===== config.mk =====
export PLATFORM = sky130hd
export DESIGN_NAME = uart_tx_arbiter_flat
export DESIGN_NICKNAME = d
export VERILOG_FILES = /design/src/rtl/uart_arb_pkg.sv /design/src/rtl/uart_tx_arbiter_if.sv /design/src/rtl/uart_rr_pick.sv /design/src/rtl/uart_tx_arbiter.sv /design/src/flat_wrapper.sv
export SDC_FILE = /design/constraint.sdc
export NUM_CORES = 1
export LEC_CHECK = 0
export BUFFER_PORTS_ARGS = -buffer_cell sky130_fd_sc_hd__buf_2
export CORE_ASPECT_RATIO = 0.6
export CORE_UTILIZATION = 45
export DETAILED_ROUTE_END_ITERATION = 12
export HOLD_SLACK_MARGIN = 0.08
export PLACE_DENSITY = 0.67
export SYNTH_ARGS = -nofsm -noshare
export SYNTH_HDL_FRONTEND = slang
export SYNTH_SLANG_ARGS = --single-unit

===== constraint.sdc =====
create_clock -name clk -period 2.9 [get_ports clk]
set_input_delay 0.435 -clock clk [delete_from_list [all_inputs] [get_ports clk]]
set_output_delay 0.435 -clock clk [all_outputs]
set_load 0.005 [all_outputs]

===== src/rtl/uart_arb_pkg.sv =====
// Shared types and defaults for the UART transmit arbiter.
//   state_t      : arbiter FSM states
//   MAX_PKT      : default bytes per grant before a forced release
//   STALL_MAX    : default cycles a granted source may stall before abort
//   GAP_CYC      : default idle cycles between packets
//   clog2()      : ceil(log2(v)), never less than 1, for sizing counters
package uart_arb_pkg;

  typedef enum logic [1:0] {IDLE, GRANT, SEND, GAP} state_t;

  localparam int MAX_PKT   = 16;
  localparam int STALL_MAX = 65535;
  localparam int GAP_CYC   = 32;

  function automatic int clog2(input int v);
    int r;
    r = 0;
    while ((1 << r) < v) r++;
    return (r < 1) ? 1 : r;
  endfunction

endpackage


===== src/rtl/uart_tx_arbiter_if.sv =====
// Bundle between the message sources / byte transmitter and the arbiter.
//   req_valid/req_data/req_last : per-source byte offer (source i owns
//                                 req_data[i*DATA_W +: DATA_W])
//   req_ready                   : one-cycle accept pulse to the owner
//   grant                       : one-hot owner, zero when released
//   tx_start/tx_data/tx_busy    : transmitter launch interface
//   pkt_abort                   : stall-timeout pulse
//   arb_busy                    : arbiter not idle
// master = environment side (sources + transmitter), slave = arbiter.
interface uart_tx_arbiter_if #(
  parameter int N_REQ  = 4,
  parameter int DATA_W = 8
);
  logic [N_REQ-1:0]        req_valid;
  logic [N_REQ*DATA_W-1:0] req_data;
  logic [N_REQ-1:0]        req_last;
  logic [N_REQ-1:0]        req_ready;
  logic [N_REQ-1:0]        grant;
  logic                    tx_start;
  logic [DATA_W-1:0]       tx_data;
  logic                    tx_busy;
  logic                    pkt_abort;
  logic                    arb_busy;

  modport master (
    output req_valid, req_data, req_last, tx_busy,
    input  req_ready, grant, tx_start, tx_data, pkt_abort, arb_busy
  );

  modport slave (
    input  req_valid, req_data, req_last, tx_busy,
    output req_ready, grant, tx_start, tx_data, pkt_abort, arb_busy
  );
endinterface


===== src/rtl/uart_rr_pick.sv =====
// Combinational rotating-priority picker.
//   req    : request vector
//   ptr    : index with highest priority this round
//   onehot : winner, first set bit scanning ptr, ptr+1, ... mod N_REQ
//   any    : at least one request present
module uart_rr_pick
  import uart_arb_pkg::*;
#(
  parameter  int N_REQ = 4,
  localparam int PW    = clog2(N_REQ)
) (
  input  logic [N_REQ-1:0] req,
  input  logic [PW-1:0]    ptr,
  output logic [N_REQ-1:0] onehot,
  output logic             any
);

  logic [PW-1:0] j;

  always_comb begin
    onehot = '0;
    any    = 1'b0;
    j      = '0;
    for (int i = 0; i < N_REQ; i++) begin
      j = PW'((int'(ptr) + i) % N_REQ);
      if (!any && req[j]) begin
        onehot[j] = 1'b1;
        any       = 1'b1;
      end
    end
  end

endmodule


===== src/rtl/uart_tx_arbiter.sv =====
// Round-robin arbiter sharing one byte transmitter between N_REQ sources.
// A granted source keeps the transmitter until its last byte, MAX_PKT bytes,
// or STALL_MAX cycles without a byte (aborted). Each release is followed by
// GAP_CYC idle cycles before the next arbitration.
//   clk, rst : clock, asynchronous active-high reset
//   bus      : uart_tx_arbiter_if.slave (sources + transmitter handshake)
module uart_tx_arbiter
  import uart_arb_pkg::*;
#(
  parameter int N_REQ     = 4,
  parameter int DATA_W    = 8,
  parameter int MAX_PKT   = uart_arb_pkg::MAX_PKT,
  parameter int STALL_MAX = uart_arb_pkg::STALL_MAX,
  parameter int GAP_CYC   = uart_arb_pkg::GAP_CYC
) (
  input logic               clk,
  input logic               rst,
  uart_tx_arbiter_if.slave  bus
);

  localparam int PW = clog2(N_REQ);
  localparam int BW = clog2(MAX_PKT + 1);
  localparam int SW = clog2(STALL_MAX + 1);
  localparam int GW = clog2(GAP_CYC + 1);

  localparam logic [BW-1:0] BYTE_MAX   = BW'(MAX_PKT);
  localparam logic [SW-1:0] STALL_TOP  = SW'(STALL_MAX);
  localparam logic [SW-1:0] STALL_LAST = SW'(STALL_MAX - 1);
  localparam logic [GW-1:0] GAP_LAST   = GW'((GAP_CYC > 0) ? GAP_CYC - 1 : 0);

  state_t              state, state_n;
  logic [N_REQ-1:0]    grant_q, grant_n;
  logic [PW-1:0]       gidx, gidx_n, rr_ptr, rr_ptr_n;
  logic [BW-1:0]       byte_cnt, byte_n;
  logic [SW-1:0]       stall_cnt, stall_n;
  logic [GW-1:0]       gap_cnt, gap_n;
  logic [DATA_W-1:0]   tx_data_q, tx_data_n;
  logic                tx_start_q, start_n, acc_q;
  logic                last_q, last_n, abort_q, abort_n, busy_q, rel;

  logic [N_REQ-1:0]    pick_oh;
  logic                pick_any;
  logic [PW-1:0]       pick_idx;
  logic                cur_valid, cur_last;
  logic [DATA_W-1:0]   cur_data;

  uart_rr_pick #(.N_REQ(N_REQ)) u_pick (
    .req    (bus.req_valid),
    .ptr    (rr_ptr),
    .onehot (pick_oh),
    .any    (pick_any)
  );

  // Encode the winner and select the owner's lane.
  always_comb begin
    pick_idx  = '0;
    cur_valid = 1'b0;
    cur_last  = 1'b0;
    cur_data  = '0;
    for (int i = 0; i < N_REQ; i++) begin
      if (pick_oh[i]) pick_idx = PW'(i);
      if (gidx == PW'(i)) begin
        cur_valid = bus.req_valid[i];
        cur_last  = bus.req_last[i];
        cur_data  = bus.req_data[i*DATA_W +: DATA_W];
      end
    end
  end

  always_comb begin
    state_n   = state;
    grant_n   = grant_q;
    gidx_n    = gidx;
    rr_ptr_n  = rr_ptr;
    byte_n    = byte_cnt;
    stall_n   = stall_cnt;
    gap_n     = gap_cnt;
    tx_data_n = tx_data_q;
    last_n    = last_q;
    start_n   = 1'b0;
    abort_n   = 1'b0;
    rel       = 1'b0;
    case (state)
      IDLE: if (pick_any) begin
        grant_n = pick_oh;
        gidx_n  = pick_idx;
        byte_n  = '0;
        stall_n = '0;
        state_n = GRANT;
      end
      GRANT: begin
        // A valid byte always wins over a stall timeout in the same cycle.
        if (cur_valid) begin
          if (!bus.tx_busy) begin
            start_n   = 1'b1;
            tx_data_n = cur_data;
            last_n    = cur_last;
            byte_n    = (byte_cnt == BYTE_MAX) ? byte_cnt : byte_cnt + 1'b1;
            stall_n   = '0;
            state_n   = SEND;
          end
        end else begin
          stall_n = (stall_cnt == STALL_TOP) ? stall_cnt : stall_cnt + 1'b1;
          if (stall_cnt >= STALL_LAST) begin
            abort_n = 1'b1;
            rel     = 1'b1;
          end
        end
      end
      SEND: begin
        // The launch cycle itself is skipped: tx_busy rises a cycle late.
        if (!tx_start_q && !bus.tx_busy) begin
          if (last_q || byte_cnt == BYTE_MAX) rel = 1'b1;
          else                                state_n = GRANT;
        end
      end
      GAP: begin
        if (GAP_CYC == 0 || gap_cnt == GAP_LAST) begin
          gap_n   = '0;
          state_n = IDLE;
        end else begin
          gap_n = gap_cnt + 1'b1;
        end
      end
      default: state_n = IDLE;
    endcase
    if (rel) begin
      grant_n  = '0;
      rr_ptr_n = (gidx == PW'(N_REQ - 1)) ? '0 : gidx + 1'b1;
      gap_n    = '0;
      state_n  = GAP;
    end
  end

  always_ff @(posedge clk or posedge rst) begin
    if (rst) begin
      state      <= IDLE;
      grant_q    <= '0;
      gidx       <= '0;
      rr_ptr     <= '0;
      byte_cnt   <= '0;
      stall_cnt  <= '0;
      gap_cnt    <= '0;
      tx_data_q  <= '0;
      tx_start_q <= 1'b0;
      acc_q      <= 1'b0;
      last_q     <= 1'b0;
      abort_q    <= 1'b0;
      busy_q     <= 1'b0;
    end else begin
      state      <= state_n;
      grant_q    <= grant_n;
      gidx       <= gidx_n;
      rr_ptr     <= rr_ptr_n;
      byte_cnt   <= byte_n;
      stall_cnt  <= stall_n;
      gap_cnt    <= gap_n;
      tx_data_q  <= tx_data_n;
      tx_start_q <= start_n;
      acc_q      <= start_n;
      last_q     <= last_n;
      abort_q    <= abort_n;
      busy_q     <= (state_n != IDLE);
    end
  end

  assign bus.grant     = grant_q;
  assign bus.req_ready = acc_q ? grant_q : '0;
  assign bus.tx_start  = tx_start_q;
  assign bus.tx_data   = tx_data_q;
  assign bus.pkt_abort = abort_q;
  assign bus.arb_busy  = busy_q;

endmodule


===== src/flat_wrapper.sv =====
// flat-port wrapper written by rule: the top's interface ports become plain ports
module uart_tx_arbiter_flat import uart_arb_pkg::*;
#(
  parameter int N_REQ     = 4,
  parameter int DATA_W    = 8,
  parameter int MAX_PKT   = uart_arb_pkg::MAX_PKT,
  parameter int STALL_MAX = uart_arb_pkg::STALL_MAX,
  parameter int GAP_CYC   = uart_arb_pkg::GAP_CYC
)
  (clk, rst, bus_req_valid, bus_req_data, bus_req_last, bus_tx_busy, bus_req_ready, bus_grant, bus_tx_start, bus_tx_data, bus_pkt_abort, bus_arb_busy);
  uart_tx_arbiter_if #(.N_REQ(N_REQ), .DATA_W(DATA_W)) bus_i ();
  input logic clk;
  input logic rst;
  input wire logic [$bits(bus_i.req_valid)-1:0] bus_req_valid;
  input wire logic [$bits(bus_i.req_data)-1:0] bus_req_data;
  input wire logic [$bits(bus_i.req_last)-1:0] bus_req_last;
  input wire logic [$bits(bus_i.tx_busy)-1:0] bus_tx_busy;
  output wire logic [$bits(bus_i.req_ready)-1:0] bus_req_ready;
  output wire logic [$bits(bus_i.grant)-1:0] bus_grant;
  output wire logic [$bits(bus_i.tx_start)-1:0] bus_tx_start;
  output wire logic [$bits(bus_i.tx_data)-1:0] bus_tx_data;
  output wire logic [$bits(bus_i.pkt_abort)-1:0] bus_pkt_abort;
  output wire logic [$bits(bus_i.arb_busy)-1:0] bus_arb_busy;
  assign bus_i.req_valid = bus_req_valid;
  assign bus_i.req_data = bus_req_data;
  assign bus_i.req_last = bus_req_last;
  assign bus_i.tx_busy = bus_tx_busy;
  assign bus_req_ready = bus_i.req_ready;
  assign bus_grant = bus_i.grant;
  assign bus_tx_start = bus_i.tx_start;
  assign bus_tx_data = bus_i.tx_data;
  assign bus_pkt_abort = bus_i.pkt_abort;
  assign bus_arb_busy = bus_i.arb_busy;
  uart_tx_arbiter #(.N_REQ(N_REQ), .DATA_W(DATA_W), .MAX_PKT(MAX_PKT), .STALL_MAX(STALL_MAX), .GAP_CYC(GAP_CYC)) u_core (.clk(clk), .rst(rst), .bus(bus_i));
endmodule

# ---- Yosys cells after proc, flatten, opt, wreduce, memory -nomap -nowiden
# Index checks and enable logic that the tools add are counted.
dict set report totals {
  input_bits 43
  out_inout_bits 19
  elab_cells 147
  reg_bits 49
}
dict set report op_classes {
  n_lt_le_gt_ge 9
  addsub 7
  reduce_logical 26
  n_bitwise 4
  n_eq_ne 15
  muxes 74
}
# operator n
set op_table {}
lappend op_table {{16-bit 2-to-1 mux} 4}
lappend op_table {{4-bit 2-to-1 mux} 8}
lappend op_table {{8-bit 2-to-1 mux} 4}
lappend op_table {{16-bit case mux with 2 select lines} 1}
lappend op_table {{1-bit 2-to-1 mux} 29}
lappend op_table {{2-bit 2-to-1 mux} 10}
lappend op_table {{5-bit 2-to-1 mux} 4}
lappend op_table {{6-bit 2-to-1 mux} 3}
lappend op_table {{16-bit by 1-bit adder with 16-bit output, second input constant} 1}
lappend op_table {{16-bit == test, second input constant} 1}
lappend op_table {{16-bit >= comparator, second input constant} 1}
lappend op_table {{2-bit by 3-bit less-than comparator with 1-bit output, second input constant} 4}
lappend op_table {{4-bit bitwise OR} 3}
lappend op_table {{5-bit case mux with 2 select lines} 1}
lappend op_table {{2-bit nonzero test} 5}
lappend op_table {{1-bit binary-select mux with 2-bit select} 4}
lappend op_table {{1-bit demux with 2-bit select} 4}
lappend op_table {{2-bit == test, second input constant} 4}
lappend op_table {{2-bit by 1-bit >= comparator with 1-bit output, second input constant} 4}
lappend op_table {{1-bit logical AND} 8}
lappend op_table {{2-bit case mux with 4 select lines} 1}
lappend op_table {{6-bit by 1-bit adder with 6-bit output, second input constant} 1}
lappend op_table {{6-bit by 5-bit == test with 1-bit output, second input constant} 1}
lappend op_table {{5-bit by 1-bit adder with 5-bit output, second input constant} 1}
lappend op_table {{other kinds (17)} 28}

# ---- Logic depth before layout (Yosys ltp)
# Gate-level depths: netlist (run 1).
dict set report logic_depth {
  ltp_word 16
  depth_mapped 10
  mapped_depth_nobuf 7
}

# ---- By module
# Synthesis (run 1) repeated with hierarchy kept, for this count alone.
dict set report hier_totals {
  hier_cells 399
  hier_area_um2 3510.9
}
# module n_inst area_each_um2 seq_area_each_um2 cells_per_inst
set by_module_without_submodules {}
lappend by_module_without_submodules {uart_tx_arbiter 1 3016.6 1226.2 337}
lappend by_module_without_submodules {uart_rr_pick 1 494.2 0.0 62}

# ---- Worst setup path after synthesis (run 1)
# Ideal clock, no wire load.
dict set report synth_path {
  path_type {register -> register}
  startpoint {register u_core.rr_ptr[0]}
  endpoint {register u_core.gidx[1]}
  synth_period_minus_slack_ns 2.378
  required_ns 2.774
  n_path_buf 1
  t_arrival_ns 2.252
  path_slack_ns 0.522
  setup_time_ns 0.126
  path_stages_with_launch 9
  cell_sequence {dfrtp_1 buf_6 inv_1 ha_1 mux4_2 nand2_1 a21oi_1 a211o_1 o32a_1}
}
dict set report synth_via {
  elab_chain_len 14
  elab_cells_between_ends 51
  classes_between {add/sub: 3; order compare: 8; mux: 26; bitwise: 3; reduce/logical: 11}
}
# item line_no
set synth_rtl {}
lappend synth_rtl {{from (decl)} uart_tx_arbiter.sv:33} ;# logic [PW-1:0] gidx, gidx_n, rr_ptr, rr_ptr_n;
lappend synth_rtl {{from (signal assigned)} uart_tx_arbiter.sv:154} ;# rr_ptr <= rr_ptr_n;
lappend synth_rtl {{branches (longest 14 deep; another with 2-bit by 3-bit less-than comparator with 1-bit output)} n/a}
lappend synth_rtl {{to (signal assigned)} uart_tx_arbiter.sv:153} ;# gidx <= gidx_n;
lappend synth_rtl {{to (decl)} uart_tx_arbiter.sv:33}
# Several ways; the timed one is not identified. The select of a mux whose other input is x is not followed.
# A chain may end at the register's enable or synchronous reset.

# ---- Worst setup path in the final report (run 1)
dict set report layout_path {
  startpoint {register u_core.rr_ptr[1]}
  endpoint {register u_core.grant_q[2], in the netlist u_core.bus.grant[2]}
}
dict set report layout_via {
  elab_chain_len 15
  elab_cells_between_ends 53
  classes_between {add/sub: 3; order compare: 8; mux: 27; bitwise: 3; reduce/logical: 12}
}
# item line_no
set layout_rtl {}
lappend layout_rtl {{branches (longest 15 deep; another with 2-bit by 3-bit less-than comparator with 1-bit output)} n/a}
lappend layout_rtl {{to (signal assigned)} uart_tx_arbiter.sv:152} ;# grant_q <= grant_n;
lappend layout_rtl {{to (decl)} uart_tx_arbiter.sv:32} ;# logic [N_REQ-1:0] grant_q, grant_n;
# Several ways; the timed one is not identified. The select of a mux whose other input is x is not followed.

==> run metrics, run 1 <==
status completed; largest net degree at the start of global routing 50; first-pass GRT wire length 13000 microns; Reg power frac 0.300; RSZ-0062 raised after global routing no; M3 GR Usage 0.0446; Gate Count Post-Synth 367; delay-heaviest family, CP multiplexers; clock share of power 0.159; # nets final 483; Slew @ Worst Pin 0.996 ns; Final Max Slew Viols 0; RD Place Congestion 0.861; share of the synthesized area in the top cell type 0.366; Synth-to-Final Area Change 15.5%; grt total ovfl 0; vias after detailed routing 2960; CP bufs+invs 1; Most Crowded Layer GR met1; Total Wirelength 7770 microns; vias in the first global route 2588; overall routing resource usage 0.213; 1st-pass router iterations 7; Residual DRC 0; Worst slew margin 0.335; Synthesized Nets 429; crit path cell chain inv_1 > ha_1 > mux4_2 > or3b_1 > a21oi_1 > a211o_1 > nor3b_2; total core area 0.00694 sq mm; PortBufs 61; switching share of power 0.436; Setup Fix Bufs, Post-CTS 0; clock-pin slew on the worst setup and hold paths 0.06 ns; number of synthesized flops with an enable pin 0; hpwl dp 5880 microns; internal power 1990 uW; worst-path maximum fanout 8; met1 Use GR 0.336; Required @ worst endpoint 3.10 ns; top cells by area, synth dfrtp_1, ha_1, nand2_1; die area 0.00781 sq mm; Routed WL per cell 14.9 microns; Fmax 390 MHz; ant diodes 0; Leakage Power 0.00171 uW; GR Layer Usage met2 0.294; total CTS buffers 5; Main synth FF type dfrtp_1; critical path's slowest cell mux4_2; asr flop ratio synth 1.00; Hold Buf Count CTS 0; Critical Path AT 2.76 ns; WS Path Type flip-flop to flip-flop; share of layout cells above drive strength 1 0.220; mean number of vias per cell 5.67; power per cell area 910 mW/mm^2; period utilization 0.885; Clk Latency, worst-skew pair 0.28 ns; Initial Util 0.484; Hold Path Class input pin to async pin; Post-Syn Area 0.00335 sq mm; syn_area_per_cell 9.14 sq um; CTS Buffer Depth 2; I/O pins 62; minimum clock period 2.57 ns; Combinational Power Share 0.541; endpoints failing setup 0; setup slack after layout 0.334 ns; CTS tree done; Iter 0 DRT Violations 203; Max stage delay on crit path 0.60 ns; area of the multi-input gates 0.00194 sq mm; fin cells 522; worst vdd ir 0.355 mV; Die Wd 113 microns; dpl cells 514; initial antenna violation count 0; Crit. End Element flip-flop; Final ANT Viol Nets 0; FF/Latch Area 0.00123 sq mm; Distinct cells, synth 67; Final Hold Vio Count 0; number of synthesized register bits 49; row cnt 23; # clock sinks 49; Net Switching 1540 uW; # H-tree levels 2; sequential share of the synthesized area 0.366; DP Worst Slack 0.365 ns; Die Ht 68.9 microns; Root Driver clkbuf_16; type of origin of the critical path flip-flop; cts repair resizes 0; largest area contributor in the synthesized netlist dfrtp_1; Fin Clk Skew 0.00308 ns; Setup TNS Final 0 ns; Fill cells 633; maxcap violations 0; Syn. warnings 0
[cell usage after synthesis (3+ instances only)]
| cell type | n |
|---|---|
| nand2_1 | 31 |
| nand3_1 | 9 |
| nor2_1 | 25 |
| nand2b_1 | 4 |
| a211o_1 | 3 |
| o31ai_1 | 5 |
| clkbuf_1 | 8 |
| ha_1 | 19 |
| nor4_2 | 3 |
| a21oi_1 | 22 |
| o21ai_1 | 13 |
| inv_1 | 21 |
| or3b_1 | 3 |
| buf_1 | 3 |
| nand3b_1 | 3 |
| or4_1 | 7 |
| nor3_1 | 14 |
| a221oi_1 | 10 |
| mux2i_1 | 4 |
| nand4_1 | 7 |
| mux4_2 | 3 |
| o41ai_1 | 3 |
| o21ai_0 | 15 |
| buf_2 | 3 |
| o22a_1 | 3 |
| and3_1 | 4 |
| buf_4 | 4 |
| and2_1 | 6 |
| nor2b_1 | 14 |
| dfrtp_1 | 49 |
[logic make-up (layout without fill, tap and decap cells)]
logic type               after synthesis  count (layout)  share of synthesized area
XOR/XNOR                               2               2                    0.00522
multiplexers                          10              10                     0.0421
adder cells (fa/ha/maj)               19              19                     0.0709
buffers and inverters                 41              96                     0.0559
AND/OR/NAND/NOR                      145             145                      0.247
AO/OA/AOI/OAI                        101             101                      0.214
flip-flops                            49              49                      0.366
[routing by layer]
| layer | routed length, microns | vias to the layer above | part of all wire |
|---|---|---|---|
| met5 | 0 | - | 0 |
| met2 | 3040 | 107 | 0.39 |
| li1 | - | 1464 | - |
| met3 | 603 | 4 | 0.078 |
| met1 | 4090 | 1385 | 0.53 |
| met4 | 40 | 0 | 0.0051 |
[final cells by class]
| type | instances | area share |
|---|---|---|
| clock buffer | 7 | 0.0342 |
| clock inverter | 1 | 0.00194 |
| inverter | 21 | 0.0203 |
| multi-input combinational | 277 | 0.501 |
| sequential | 49 | 0.317 |
| tap | 100 | 0.0323 |
| timing repair buffer | 67 | 0.0937 |
[power groups by stage]
stage	Sequential, uW	Combinational, uW	Clock [uW]
2_1_floorplan	1040	1440	0
3_3_place_gp	1060	1870	0
3_5_place_dp	1060	1900	0
4_1_cts	1050	1910	575
5_1_grt	1090	2130	603
6_report	1060	1910	562
[final timing paths]
check,start,to,slack (ns),cells past startpoint
max,u_core.rr_ptr[1],u_core.bus.grant[2],0.33,7
min,rst,u_core.stall_cnt[6],0.39,2
max reg2reg,u_core.rr_ptr[1],u_core.bus.grant[2],0.33,7
min reg2reg,u_core.byte_cnt[4],u_core.byte_cnt[4],0.48,1
max in group asynchronous,rst,u_core.byte_cnt[0],1.89,2
min in group clk,bus_req_data[24],u_core.bus.tx_data[0],0.42,3
[state kept, by name (all words and copies together), names as in the netlist]
name                  cells
u_core.stall_cnt         16
u_core.bus.tx_data        8
u_core.gap_cnt            6
u_core.byte_cnt           5
u_core.bus.grant          4
u_core.gidx               2
u_core.rr_ptr             2
u_core.state              2
u_core.bus.arb_busy       1
u_core.bus.pkt_abort      1
u_core.bus.tx_start       1
u_core.last_q             1
[cell usage in the layout, fill, tap and decap left out, drive strengths merged, types with 6 or more instances in the layout]
master,instances
or4,7
and2,6
nand3,9
nor3,14
nand2,31
a21oi,24
dfrtp,49
nor2,25
clkbuf,7
nor2b,14
buf,67
inv,21
o21ai,28
ha,19
nand4,8
nor4,6
a221oi,11
o31ai,6
[per-stage QoR]
step | utilization | hold WS (ns) | area, sq um | total power [uW]
after floorplan | - | 0.438 | 3350 | 2470
after global placement | 0.538 | 0.465 | 3730 | 2930
after detailed placement | 0.538 | 0.470 | 3730 | 2960
after CTS | 0.559 | 0.419 | 3870 | 3530
after global routing | 0.559 | 0.424 | 3870 | 3830
final | 0.559 | 0.388 | 3870 | 3530
No activity file was read; power rests on OpenSTA's default activity.
==> inputs of run 2 (changes only) <==
- CTS_BUF_LIST: not set -> sky130_fd_sc_hd__clkbuf_4 sky130_fd_sc_hd__clkbuf_8
==> run metrics, run 2 (synthesized netlist as in run 1, its figures left out) <==
status completed; vias after detailed routing 2915; worst-path maximum fanout 8; most common cell after layout, fill and taps aside buf_2; Leakage Power 0.00170 uW; # H-tree levels 2; WS Path Type flip-flop to flip-flop; Iter 0 DRT Violations 209; Required @ worst endpoint 3.12 ns; Synth-to-Final Area Change 14.0%; minimum clock period 2.57 ns; Setup TNS Final 0 ns; period utilization 0.886; dpl cells 514; type of origin of the critical path flip-flop; Fin Clk Skew 0.00484 ns; ant diodes 0; die area 0.00781 sq mm; RD Place Congestion 0.861; setup slack after layout 0.331 ns; crit path cell chain inv_1 > ha_1 > mux4_2 > or3b_1 > a21oi_1 > a211o_1 > nor3b_2; overall routing resource usage 0.211; hpwl dp 5880 microns; total CTS buffers 5; clock-pin slew on the worst setup and hold paths 0.09 ns; Slew @ Worst Pin 0.997 ns; Max stage delay on crit path 0.60 ns; Final ANT Viol Nets 0; critical path's slowest cell mux4_2; Die Ht 68.9 microns; Total Wirelength 7710 microns; Hold Path Class input pin to async pin; CTS tree done; Setup Fix Bufs, Post-CTS 0; # nets final 483; most frequent cells in the layout buf_2, dfrtp_1, nand2_1, nor2_1, a21oi_1; max FFs per register 16; Final Hold Vio Count 0; share of layout cells above drive strength 1 0.225; fin cells 522; Root Driver clkbuf_8; CTS Buffer Depth 2; PortBufs 61; initial antenna violation count 0; mean number of vias per cell 5.58; I/O pins 62; power per cell area 880 mW/mm^2; maxcap violations 0; Crit. End Element flip-flop; endpoints failing setup 0; DP Worst Slack 0.365 ns; Routed WL per cell 14.8 microns; worst vdd ir 0.355 mV; total core area 0.00694 sq mm; largest net degree at the start of global routing 50; row cnt 23; Clk Latency, worst-skew pair 0.30 ns; 1st-pass router iterations 5; largest reg by FF count u_core.stall_cnt; Worst slew margin 0.334; Final Max Slew Viols 0; RSZ-0062 raised after global routing no; Residual DRC 0; Layout Utilization 0.552; Fmax 389 MHz; Hold Buf Count CTS 0; Critical Path AT 2.79 ns; vias in the first global route 2557; Die Wd 113 microns; grt total ovfl 0; first-pass GRT wire length 12800 microns; # clock sinks 49; Initial Util 0.484; cts repair resizes 0
==> run 2: cell count changes in the layout (fill, tap and decap cells not counted) <==
cell	delta
clkbuf_4	+2
clkbuf_8	+5
clkbuf_16	-5
clkbuf_1	-2
==> run 2: final timing paths <==
path	slack [ns]	end	from	cells past startpoint
worst max-delay path	0.33	u_core.bus.grant[2]	u_core.rr_ptr[1]	7
worst min-delay path	0.36	u_core.stall_cnt[7]	rst	2
worst max register to register	0.33	u_core.bus.grant[2]	u_core.rr_ptr[1]	7
worst min register to register	0.48	u_core.byte_cnt[4]	u_core.byte_cnt[4]	1
max in group asynchronous	1.92	u_core.byte_cnt[3]	rst	2
min in group clk	0.40	u_core.bus.tx_data[0]	bus_req_data[24]	3
==> run 2: power breakdown <==
part	switching [uW]	internal [uW]
Clock	223	190
Combinational	1110	788
Sequential	175	879
==> run 2: metrics by stage <==
| step | area [sq um] | hold WS, ns | total power (uW) |
|---|---|---|---|
| finish | 3820 | 0.361 | 3370 |
| global route | 3820 | 0.400 | 3680 |
| CTS | 3820 | 0.395 | 3380 |
| detailed placement | 3730 | 0.470 | 2960 |
| global placement | 3730 | 0.465 | 2930 |
| floorplan | 3350 | 0.438 | 2470 |
==> run 2: cell type report <==
cell class	instances	area, sq um
Fill cell	641	3110
Multi-Input combinational cell	277	1940
Sequential cell	49	1230
Timing Repair Buffer	67	363
Tap cell	100	125
Clock buffer	7	83.8
Inverter	21	78.8
Clock inverter	1	7.51
==> run 2: critical path: cells and delay by family, from the launching register on <==
| family | cells | cell delay, ns |
|---|---|---|
| adders and majority gates | 1 | 0.39 |
| and+or+nand+nor | 2 | 0.57 |
| buffers and inverters | 1 | 0.11 |
| DFF | 1 | 0.50 |
| AOI/OAI and AO/OA | 2 | 0.31 |
| muxes | 1 | 0.60 |
==> run 2: routing by layer <==
layer,GRT usage,routed length (microns),vias up
met1,0.339,4080,1343
met5,0,0,-
li1,-,-,1462
met3,0.0446,584,5
met2,0.280,3020,105
met4,0.0411,27,0
